**config.mk**
```make
export PLATFORM = sky130hd
export DESIGN_NAME = lcd_bus_decoder
export DESIGN_NICKNAME = d
export VERILOG_FILES = /design/src/rtl/lcd_bus_decoder.sv
export SDC_FILE = /design/constraint.sdc
export NUM_CORES = 1
export LEC_CHECK = 0
export ABC_AREA = 0
export CAP_MARGIN = 30
export CORE_ASPECT_RATIO = 0.8
export CORE_MARGIN = 2
export CORE_UTILIZATION = 55
export CTS_BUF_LIST = sky130_fd_sc_hd__clkbuf_4 sky130_fd_sc_hd__clkbuf_8 sky130_fd_sc_hd__clkbuf_16
export DETAILED_ROUTE_END_ITERATION = 12
export PLACE_DENSITY = 0.87
export REMOVE_ABC_BUFFERS = 1
export SETUP_SLACK_MARGIN = 0.5
export SLEW_MARGIN = 20
export SYNTH_ARGS = -nofsm -noshare
export SYNTH_HDL_FRONTEND = slang
export SYNTH_SLANG_ARGS = --single-unit
export TNS_END_PERCENT = 10
```
**constraint.sdc**
```tcl
create_clock -name clk -period 2.8 [get_ports clk]
set_input_delay 0.84 -clock clk [delete_from_list [all_inputs] [get_ports clk]]
set_output_delay 0.84 -clock clk [all_outputs]
set_load 0.005 [all_outputs]
```
**src/rtl/lcd_bus_decoder.sv**
```systemverilog
// lcd_bus_decoder: receive-side model of an HD44780-style character LCD bus.
// Define LCD_DECODE_4BIT_EN for 4-bit nibble assembly and DL tracking.
module lcd_bus_decoder #(
    parameter int CLEAR_CYCLES = 32
) (
    input  logic       clk,
    input  logic       reset,
    input  logic       lcd_e,
    input  logic       lcd_rs,
    input  logic       lcd_rw,
    input  logic [7:0] lcd_db,
    input  logic [4:0] rd_addr,
    output logic [7:0] rd_data,
    output logic       cmd_valid,
    output logic       char_valid,
    output logic [7:0] rx_byte,
    output logic [6:0] cursor,
    output logic       four_bit,
    output logic       display_on,
    output logic       busy,
    output logic       proto_err
);

    localparam logic [1:0] IDLE    = 2'd0;
`ifdef LCD_DECODE_4BIT_EN
    localparam logic [1:0] LOW_NIB = 2'd1;
`endif
    localparam logic [1:0] CLEAR   = 2'd2;
    localparam logic [4:0] CLR_LAST = 5'(CLEAR_CYCLES - 1);

    logic       e_q, rs_q, rw_q;
    logic [7:0] db_q;
    logic [1:0] state;
    logic [4:0] clr_idx;
    logic       inc;
    logic [7:0] mem [0:31];

    logic       fall, in_clear, acc, bad, rs_err;
    logic       exec, exec_rs;
    logic [7:0] exec_byte;
    logic [6:0] cur_n;
    logic       inc_n, disp_n, go_clr;
    logic [4:0] wr_addr;

`ifdef LCD_DECODE_4BIT_EN
    logic [3:0] hi_nib;
    logic       hi_rs, dl, dl_n, hi_edge, lo_edge;
    assign four_bit = dl;
`else
    assign four_bit = 1'b0;
`endif

    // Step the DDRAM address within the two 16-column lines
    function automatic logic [6:0] adv(input logic [6:0] c, input logic up);
        logic [6:0] r;
        if (up) begin
            if (c == 7'h0F)      r = 7'h40;
            else if (c == 7'h4F) r = 7'h00;
            else                 r = c + 7'd1;
        end else begin
            if (c == 7'h00)      r = 7'h4F;
            else if (c == 7'h40) r = 7'h0F;
            else                 r = c - 7'd1;
        end
        return r;
    endfunction

    assign fall     = e_q & ~lcd_e;
    assign in_clear = (state == CLEAR);
    assign busy     = in_clear;
    assign acc      = fall & ~in_clear & ~rw_q;
    assign bad      = fall & (in_clear | rw_q);
    assign wr_addr  = {cursor[6], cursor[3:0]};

    // Byte assembly: full-byte edges or a high/low nibble pair
    always_comb begin
`ifdef LCD_DECODE_4BIT_EN
        hi_edge   = acc & (state == IDLE) & dl;
        lo_edge   = acc & (state == LOW_NIB);
        exec      = (acc & (state == IDLE) & ~dl) | lo_edge;
        exec_byte = lo_edge ? {hi_nib, db_q[7:4]} : db_q;
        exec_rs   = lo_edge ? hi_rs : rs_q;
        rs_err    = lo_edge & (rs_q != hi_rs);
`else
        exec      = acc;
        exec_byte = db_q;
        exec_rs   = rs_q;
        rs_err    = 1'b0;
`endif
    end

    // Command decode and cursor update for an executed byte
    always_comb begin
        cur_n  = cursor;
        inc_n  = inc;
        disp_n = display_on;
        go_clr = 1'b0;
`ifdef LCD_DECODE_4BIT_EN
        dl_n   = dl;
`endif
        if (exec) begin
            if (exec_rs) begin
                cur_n = adv(cursor, inc);
            end else begin
                priority casez (exec_byte)
                    8'b1???????: cur_n = {exec_byte[6], 2'b00, exec_byte[3:0]};
                    8'b001?????: begin
`ifdef LCD_DECODE_4BIT_EN
                        dl_n = ~exec_byte[4];
`endif
                    end
                    8'b00001???: disp_n = exec_byte[2];
                    8'b000001??: inc_n = exec_byte[1];
                    8'b0000001?: cur_n = 7'h00;
                    8'b00000001: begin
                        cur_n  = 7'h00;
                        inc_n  = 1'b1;
                        go_clr = 1'b1;
                    end
                    default: ;
                endcase
            end
        end
    end

    // Input sampling, control state and status outputs
    always_ff @(posedge clk) begin
        if (reset) begin
            e_q        <= 1'b0;
            rs_q       <= 1'b0;
            rw_q       <= 1'b0;
            db_q       <= 8'h00;
            state      <= IDLE;
            clr_idx    <= 5'd0;
            cursor     <= 7'h00;
            inc        <= 1'b1;
            display_on <= 1'b0;
            proto_err  <= 1'b0;
            cmd_valid  <= 1'b0;
            char_valid <= 1'b0;
            rx_byte    <= 8'h00;
`ifdef LCD_DECODE_4BIT_EN
            dl         <= 1'b0;
            hi_nib     <= 4'h0;
            hi_rs      <= 1'b0;
`endif
        end else begin
            e_q        <= lcd_e;
            rs_q       <= lcd_rs;
            rw_q       <= lcd_rw;
            db_q       <= lcd_db;
            cmd_valid  <= exec & ~exec_rs;
            char_valid <= exec & exec_rs;
            cursor     <= cur_n;
            inc        <= inc_n;
            display_on <= disp_n;
            if (exec) rx_byte <= exec_byte;
            if (bad | rs_err) proto_err <= 1'b1;
            if (go_clr) clr_idx <= 5'd0;
            else if (in_clear) clr_idx <= clr_idx + 5'd1;
`ifdef LCD_DECODE_4BIT_EN
            dl <= dl_n;
            if (hi_edge) begin
                hi_nib <= db_q[7:4];
                hi_rs  <= rs_q;
            end
`endif
            if (go_clr) state <= CLEAR;
            else if (in_clear && clr_idx == CLR_LAST) state <= IDLE;
`ifdef LCD_DECODE_4BIT_EN
            else if (hi_edge) state <= LOW_NIB;
            else if (lo_edge) state <= IDLE;
`endif
        end
    end

    // Character buffer: clear fill or data write, never both at once
    always_ff @(posedge clk) begin
        if (!reset) begin
            if (in_clear) mem[clr_idx] <= 8'h20;
            else if (exec && exec_rs) mem[wr_addr] <= exec_byte;
        end
    end

    // Registered read port; same-cycle write returns the old value
    always_ff @(posedge clk) begin
        if (reset) rd_data <= 8'h00;
        else       rd_data <= mem[rd_addr];
    end

endmodule

```
==> impl_metrics.csv, run 1 <==
group,metric,value,unit
synthesis,ys_seq_area_share,70.91,%
finish,drive_above_1_share,30.42,%
grt,overflow,0,
finish,fin_nets,790,
synthesis,synth_ff_type,"edfxtp_1",
grt,grt_max_degree,42,
synthesis,synth_top_area_share,63.47,%
clocking,ctsHoldBuffers,0,
timing,clock_skew,0.01284,ns
grt,grtUsageMet3,4.540,%
critical_path,critPathKind,"input pin to register",
routing,wl,29000,um
critical_path,r2r-end,"mem[28][1]",
synthesis,ys_warn_count,0,
hold_path,worstHoldPathCells,2,
timing,fmax,372.1,MHz
critical_path,reg2regPathDepth,6,
power_and_ir_drop,p_comb_share,4.1,%
clocking,clkSinkCount,301,
synthesis,synth_top_area_cell,"edfxtp_1",
synthesis,syn_inst,676,
finish,antenna-diode-count,0,
die,die_y,136.7,um
power_and_ir_drop,power.leakage,4.699,nW
power_and_ir_drop,clock_power_share,44.8,%
grt,grt_pass1_vias,6844,
status,status,"finished clean",
timing,slew_headroom,44.25,%
clocking,cts_root_buffer,"clkbuf_16",
timing,drv_slew,0,
routing,ant_nets,0,
synthesis,synthTopCellsByArea,"edfxtp_1, mux4_2, dfxtp_1, nor2_1, mux2i_1",
clocking,cts_max_path_buffers,3,
die,dieArea,23230,um^2
power_and_ir_drop,power.sequential.fraction,51.1,%
place,gp_congestion,0.9238,
die,die_w,169.9,um
die,io_pins,47,
hold_path,hold_path_startpoint,"rx_byte[7]",
grt,use_met2,41.36,%
routing,wl_per_cell,27.26,um
routing,dr_total_vias,6914,
grt,track_usage,25.44,%
timing,min_period,2.687,ns
grt,gr-max-usage-layer,"met2",
synthesis,synth_edf_count,256,
routing,drtIter0Drc,921,
critical_path,r2r_start,"state[1]",
timing,rsz0062_at_grt,"yes",
power_and_ir_drop,p_sw,0.001858,W
synthesis,syn-cell-area,12110,um^2
synthesis,netlist_top_cells_count,"edfxtp_1, mux4_2, nor2_1",
power_and_ir_drop,max-vdd-ir-drop,0.0003647,V
timing,tightestPinTransition,0.8312,ns
grt,gr-usage-met1,37.00,%
timing,final_hold_viol_count,0,
grt,grt_antenna_before_repair,0,
power_and_ir_drop,p_int,0.007615,W
clocking,htree_levels,1,
synthesis,yosys_register_bits,301,
die,core_area,21620,um^2
synthesis,yosysMostFrequentCell,"edfxtp_1",
clocking,cts_tree,"built",
routing,drt-pass1-iter-count,5,
critical_path,path_max_fanout,8,
place,portBuffers,45,
routing,viasPerCell,6.498,
synthesis,yosysUniqueCellTypes,59,
hold_path,worstHoldPathType,"register to register",
timing,finalSetupViolCount,0,
clocking,clk_pin_slew,0.06,ns
hold_path,hold-path-endpoint,"rx_byte[7]",
synthesis,async_flop_share,0,%
power_and_ir_drop,powerDensity,643.4,nW/um^2
place,hpwl,17370,um
clocking,clock_latency,0.54,ns
routing,drc,0,
critical_path,required,3.02,ns
power_and_ir_drop,sw_frac_of_total,19.61,%
finish,area_growth,21.56,%
die,rows,48,
die,start_util,56.02,%
critical_path,rrSetupSlack,0.17,ns
grt,grt_pass1_wl,43370,um
critical_path,cp.arrival,2.91,ns
synthesis,avgSynthCellArea,17.92,um^2
clocking,cts_buffers,29,
timing,fin_crit_sh,95.97,%
critical_path,end_kind,"register",
timing,holdWs,0.4605,ns
power_and_ir_drop,power,0.009473,W
run,maxCapViolations,0,
critical_path,worst_setup_path_start_kind,"input pin",
layout make-up:
type / count / area, um^2
flip-flops and latches: 301 / 8594
fillers: 1313 / 6898
multi-input cells: 327 / 3572
repair buffers: 99 / 1130
clock buffers: 33 / 762.0
well taps: 275 / 344.1
clock inverters: 20 / 279.0
inverters: 9 / 41.29
metal layers:
metal / vias up / routed length [um]
li1: 2882 / -
met1: 3478 / 11250
met2: 489 / 13860
met3: 65 / 3164
met4: 0 / 723
met5: - / 0
critical path: stages:
cell     delay, ns
buf_8         0.09
or4b_4        0.51
or3_4         0.44
buf_12        0.18
nor4_4        0.34
a41oi_4       0.15
nor2_4        0.34
cells by family after synthesis:
logic type	after synthesis	share of synthesized area [%]
flip-flops	301	70.91
AND/OR/NAND/NOR	160	6.973
multiplexers	88	14.72
AO/OA/AOI/OAI	69	4.587
buffers and inverters	48	1.973
adder cells (fa/ha/maj)	5	0.5165
XOR/XNOR	4	0.2893
other	1	0.03096
worst max-delay path by stage:
stage                      end  cells past startpoint  slack, ns   from
floorplan           mem[12][0]                      5      -0.27  lcd_e
global placement    mem[19][2]                      8      -0.85  lcd_e
detailed placement   mem[4][5]                      7       -1.0  lcd_e
CTS                 mem[12][2]                      8       0.17  lcd_e
global route        mem[29][3]                      7       0.08  lcd_e
finish              mem[28][1]                      7       0.11  lcd_e
state kept, by name, summed over array words and instances, names as in the netlist, 5 cells and up:
name,cells
cursor,7
rx_byte,8
mem,256
clr_idx,5
db_q,8
rd_data,8
power by group through the flow:
stage          Combinational, W  Clock (W)  Sequential (W)
2_1_floorplan          0.000173          0         0.00494
3_3_place_gp           0.000363          0         0.00494
3_5_place_dp           0.000376          0         0.00494
4_1_cts                0.000387    0.00427         0.00484
5_1_grt                0.000412    0.00443         0.00484
6_report               0.000391    0.00424         0.00484
layout by cell type (no fill, tap or decap), types with 23 or more instances in the layout:
cell / instances
buf_4: 30
nand2_1: 27
nor2_1: 23
nor2_4: 28
clkbuf_16: 29
nor2b_1: 23
clkdlybuf4s50_1: 42
mux4_2: 72
edfxtp_1: 256
dfxtp_1: 40
through the flow:
stage	setup WS (ns)	TNS, ns	area (um^2)	utilization, %	cells
after floorplan	-0.2671	-85.05	11910	-	637
after global placement	-0.8543	-289.99	13190	61.02	996
after detailed placement	-0.9973	-337.53	13190	61.02	996
after CTS	0.1657	0	14650	67.75	1061
after global routing	0.08026	0	14720	68.10	1064
final	0.1127	0	14720	68.10	1064
what timing repair did:
item	in CTS	in global routing
endpoints found under the setup margin	520	527
pin swaps	17	7
buffers inserted	11	3
gates cloned	1	0
gates resized for setup	76	11
(Power assumes the default switching activity.)
==> inputs of run 2 (changes only) <==
--- a/config.mk
+++ b/config.mk
@@ -6,7 +6,6 @@
 export NUM_CORES = 1
 export LEC_CHECK = 0
 export ABC_AREA = 0
-export CAP_MARGIN = 30
 export CORE_ASPECT_RATIO = 0.8
 export CORE_MARGIN = 2
 export CORE_UTILIZATION = 55
==> results of run 2 <==
No change in the layout: final DEF, timing and power equal those of run 1.
==> inputs of run 3 (changes only) <==
--- a/config.mk
+++ b/config.mk
@@ -8,10 +8,10 @@
 export ABC_AREA = 0
 export CORE_ASPECT_RATIO = 0.8
 export CORE_MARGIN = 2
-export CORE_UTILIZATION = 55
+export CORE_UTILIZATION = 60
 export CTS_BUF_LIST = sky130_fd_sc_hd__clkbuf_4 sky130_fd_sc_hd__clkbuf_8 sky130_fd_sc_hd__clkbuf_16
 export DETAILED_ROUTE_END_ITERATION = 12
-export PLACE_DENSITY = 0.87
+export PLACE_DENSITY = 0.9
 export REMOVE_ABC_BUFFERS = 1
 export SETUP_SLACK_MARGIN = 0.5
 export SLEW_MARGIN = 20
==> constraint.sdc (replaced) <==
create_clock -name clk -period 2.6 [get_ports clk]
set_input_delay 0.78 -clock clk [delete_from_list [all_inputs] [get_ports clk]]
set_output_delay 0.78 -clock clk [all_outputs]
set_load 0.005 [all_outputs]
==> run 3 against run 2 <==
  * Sequential power is 7.6% higher
  * Sequential share of layout area is 0.44 points lower
  * First-iteration DRC count down 8.5%
  * Critical path type unchanged
  * Critical endpoint is now mem[6][2]
  * Largest cell class unchanged
==> impl_metrics.csv, run 3 (same netlist as run 1, synthesis figures left out) <==
group,metric,value,unit
status,status,"finished clean",
critical_path,reg2regPathDepth,6,
grt,grt_pass1_vias,7034,
hold_path,hold-path-endpoint,"rx_byte[5]",
grt,overflow,0,
timing,fmax,388.2,MHz
grt,grtUsageMet3,5.599,%
routing,dr_total_vias,7061,
finish,largest_reg_flops,256,
critical_path,critPathKind,"input pin to register",
timing,fin_crit_sh,99.08,%
finish,final_cell_mix,"edfxtp_1, mux4_2, clkdlybuf4s50_1",
place,place_area,13190,um^2
timing,drv_slew,0,
routing,wl_per_cell,28.72,um
grt,grt_antenna_before_repair,0,
critical_path,cp.arrival,2.80,ns
routing,wl,30670,um
clocking,cts_buffers,28,
finish,antenna-diode-count,0,
grt,grt_max_degree,42,
place,gp_congestion,0.9234,
routing,drtIter0Drc,843,
clocking,clock_latency,0.55,ns
critical_path,worst_setup_path_start_kind,"input pin",
critical_path,crit_path_start,"lcd_e",
power_and_ir_drop,powerDensity,661.9,nW/um^2
timing,tightestPinTransition,0.7478,ns
routing,viasPerCell,6.611,
critical_path,rrSetupSlack,0.05,ns
routing,drc,0,
finish,regArea,8594,um^2
grt,gr-usage-met1,41.02,%
critical_path,required,2.83,ns
die,start_util,61.17,%
timing,final_hold_viol_count,0,
clocking,ctsHoldBuffers,0,
power_and_ir_drop,power.leakage,4.755,nW
grt,grt_pass1_wl,45710,um
timing,clock_skew,0.01823,ns
finish,fin_area,14830,um^2
finish,fin_nets,806,
power_and_ir_drop,max-vdd-ir-drop,0.0005411,V
die,dieArea,21350,um^2
timing,rsz0062_at_grt,"yes",
clocking,htree_levels,1,
finish,drive_above_1_share,32.09,%
clocking,cts_tree,"built",
run,maxCapViolations,0,
die,core_area,19800,um^2
clocking,clk_pin_slew,0.07,ns
die,io_pins,47,
place,portBuffers,45,
finish,layout_commonest_cell,"edfxtp_1",
timing,min_period,2.576,ns
grt,gr-max-usage-layer,"met2",
finish,largest-register,"mem",
die,die_w,162.8,um
critical_path,path_max_fanout,8,
clocking,cts_max_path_buffers,3,
hold_path,hold_path_startpoint,"db_q[5]",
clocking,clkSinkCount,301,
routing,drt-pass1-iter-count,5,
finish,multiInputGateArea,3643,um^2
finish,nFillCells,1048,
grt,track_usage,29.74,%
timing,finalSetupViolCount,0,
die,die_y,131.1,um
critical_path,r2r-end,"mem[6][2]",
timing,slew_headroom,48.86,%
routing,ant_nets,0,
grt,use_met2,49.05,%
hold_path,worstHoldPathCells,2,
timing,holdWs,0.4553,ns
finish,area_growth,22.48,%
place,hpwl,17450,um
die,rows,46,
clocking,cts_root_buffer,"clkbuf_16",
critical_path,r2r_start,"rw_q",
critical_path,end_kind,"register",
hold_path,worstHoldPathType,"register to register",
run 3: changes by cell type in the layout (fill, tap and decap cells not counted), moves of 2 or more:
cell | previous run | this run
buf_6 | 5 | 10
buf_4 | 30 | 41
bufinv_16 | 7 | 3
clkbuf_4 | 3 | 6
o21ai_2 | 2 | 0
o21ai_4 | 2 | 4
clkinv_2 | 6 | 2
nor2_4 | 28 | 31
nor2_1 | 23 | 21
clkinv_4 | 0 | 3
clkinv_1 | 4 | 7
buf_12 | 19 | 21
nor3_1 | 13 | 11
run 3: final cells by class:
class	instances	share of cell area [%]
clock inverters	16	1.080
flip-flops and latches	301	57.94
well taps	264	2.227
clock buffers	35	5.196
repair buffers	116	8.721
inverters	9	0.2783
multi-input cells	327	24.56
run 3: worst max-delay path by stage:
| stage | end | slack, ns | depth (start not counted) |
|---|---|---|---|
| after CTS | mem[20][0] | 0.08 | 7 |
| after global routing | mem[4][0] | -0.003 | 6 |
| after floorplan | mem[12][0] | -0.41 | 5 |
| final | mem[6][2] | 0.02 | 7 |
| after global placement | mem[19][3] | -1.0 | 7 |
| after detailed placement | mem[12][2] | -1.06 | 7 |
run 3: metrics by stage:
step	cells	worst slack (ns)	util [%]	setup TNS, ns	total power [W]
global route	1068	-0.003178	74.92	-0.01575	0.01004
floorplan	637	-0.4071	-	-156.87	0.005501
CTS	1064	0.08323	74.48	0	0.009788
finish	1068	0.02400	74.92	0	0.009819
global placement	991	-0.9975	66.60	-324.06	0.005711
detailed placement	991	-1.064	66.60	-358.40	0.005724
run 3: metal layers:
layer,share of wire (%),wire length [um],vias up
li1,-,-,2929
met1,38,11710,3590
met2,49,15120,468
met3,8.8,2707,74
met4,3.7,1132,0
met5,0,0,-
run 3: power breakdown:
group / switching (W) / internal [W] / leakage, nW
logic: 0.000209 / 0.000222 / 1.62
registers: 0.0000241 / 0.00519 / 2.68
clock network: 0.00178 / 0.00240 / 0.459
run 3: timing repair:
item,4_1_cts,5_1_grt
buffers inserted,21,4
pin swaps,26,12
resized for setup,96,10
gates cloned,1,0
setup endpoints to repair,542,547
endpoints found under the hold margin,0,0
run 3: worst max-delay path, cell delays in order:
cell and delay (ns):
buf_6 0.09, or4b_4 0.52, or3_4 0.42, buf_12 0.18, nor3_2 0.33, a31oi_4 0.14, nor2_4 0.32
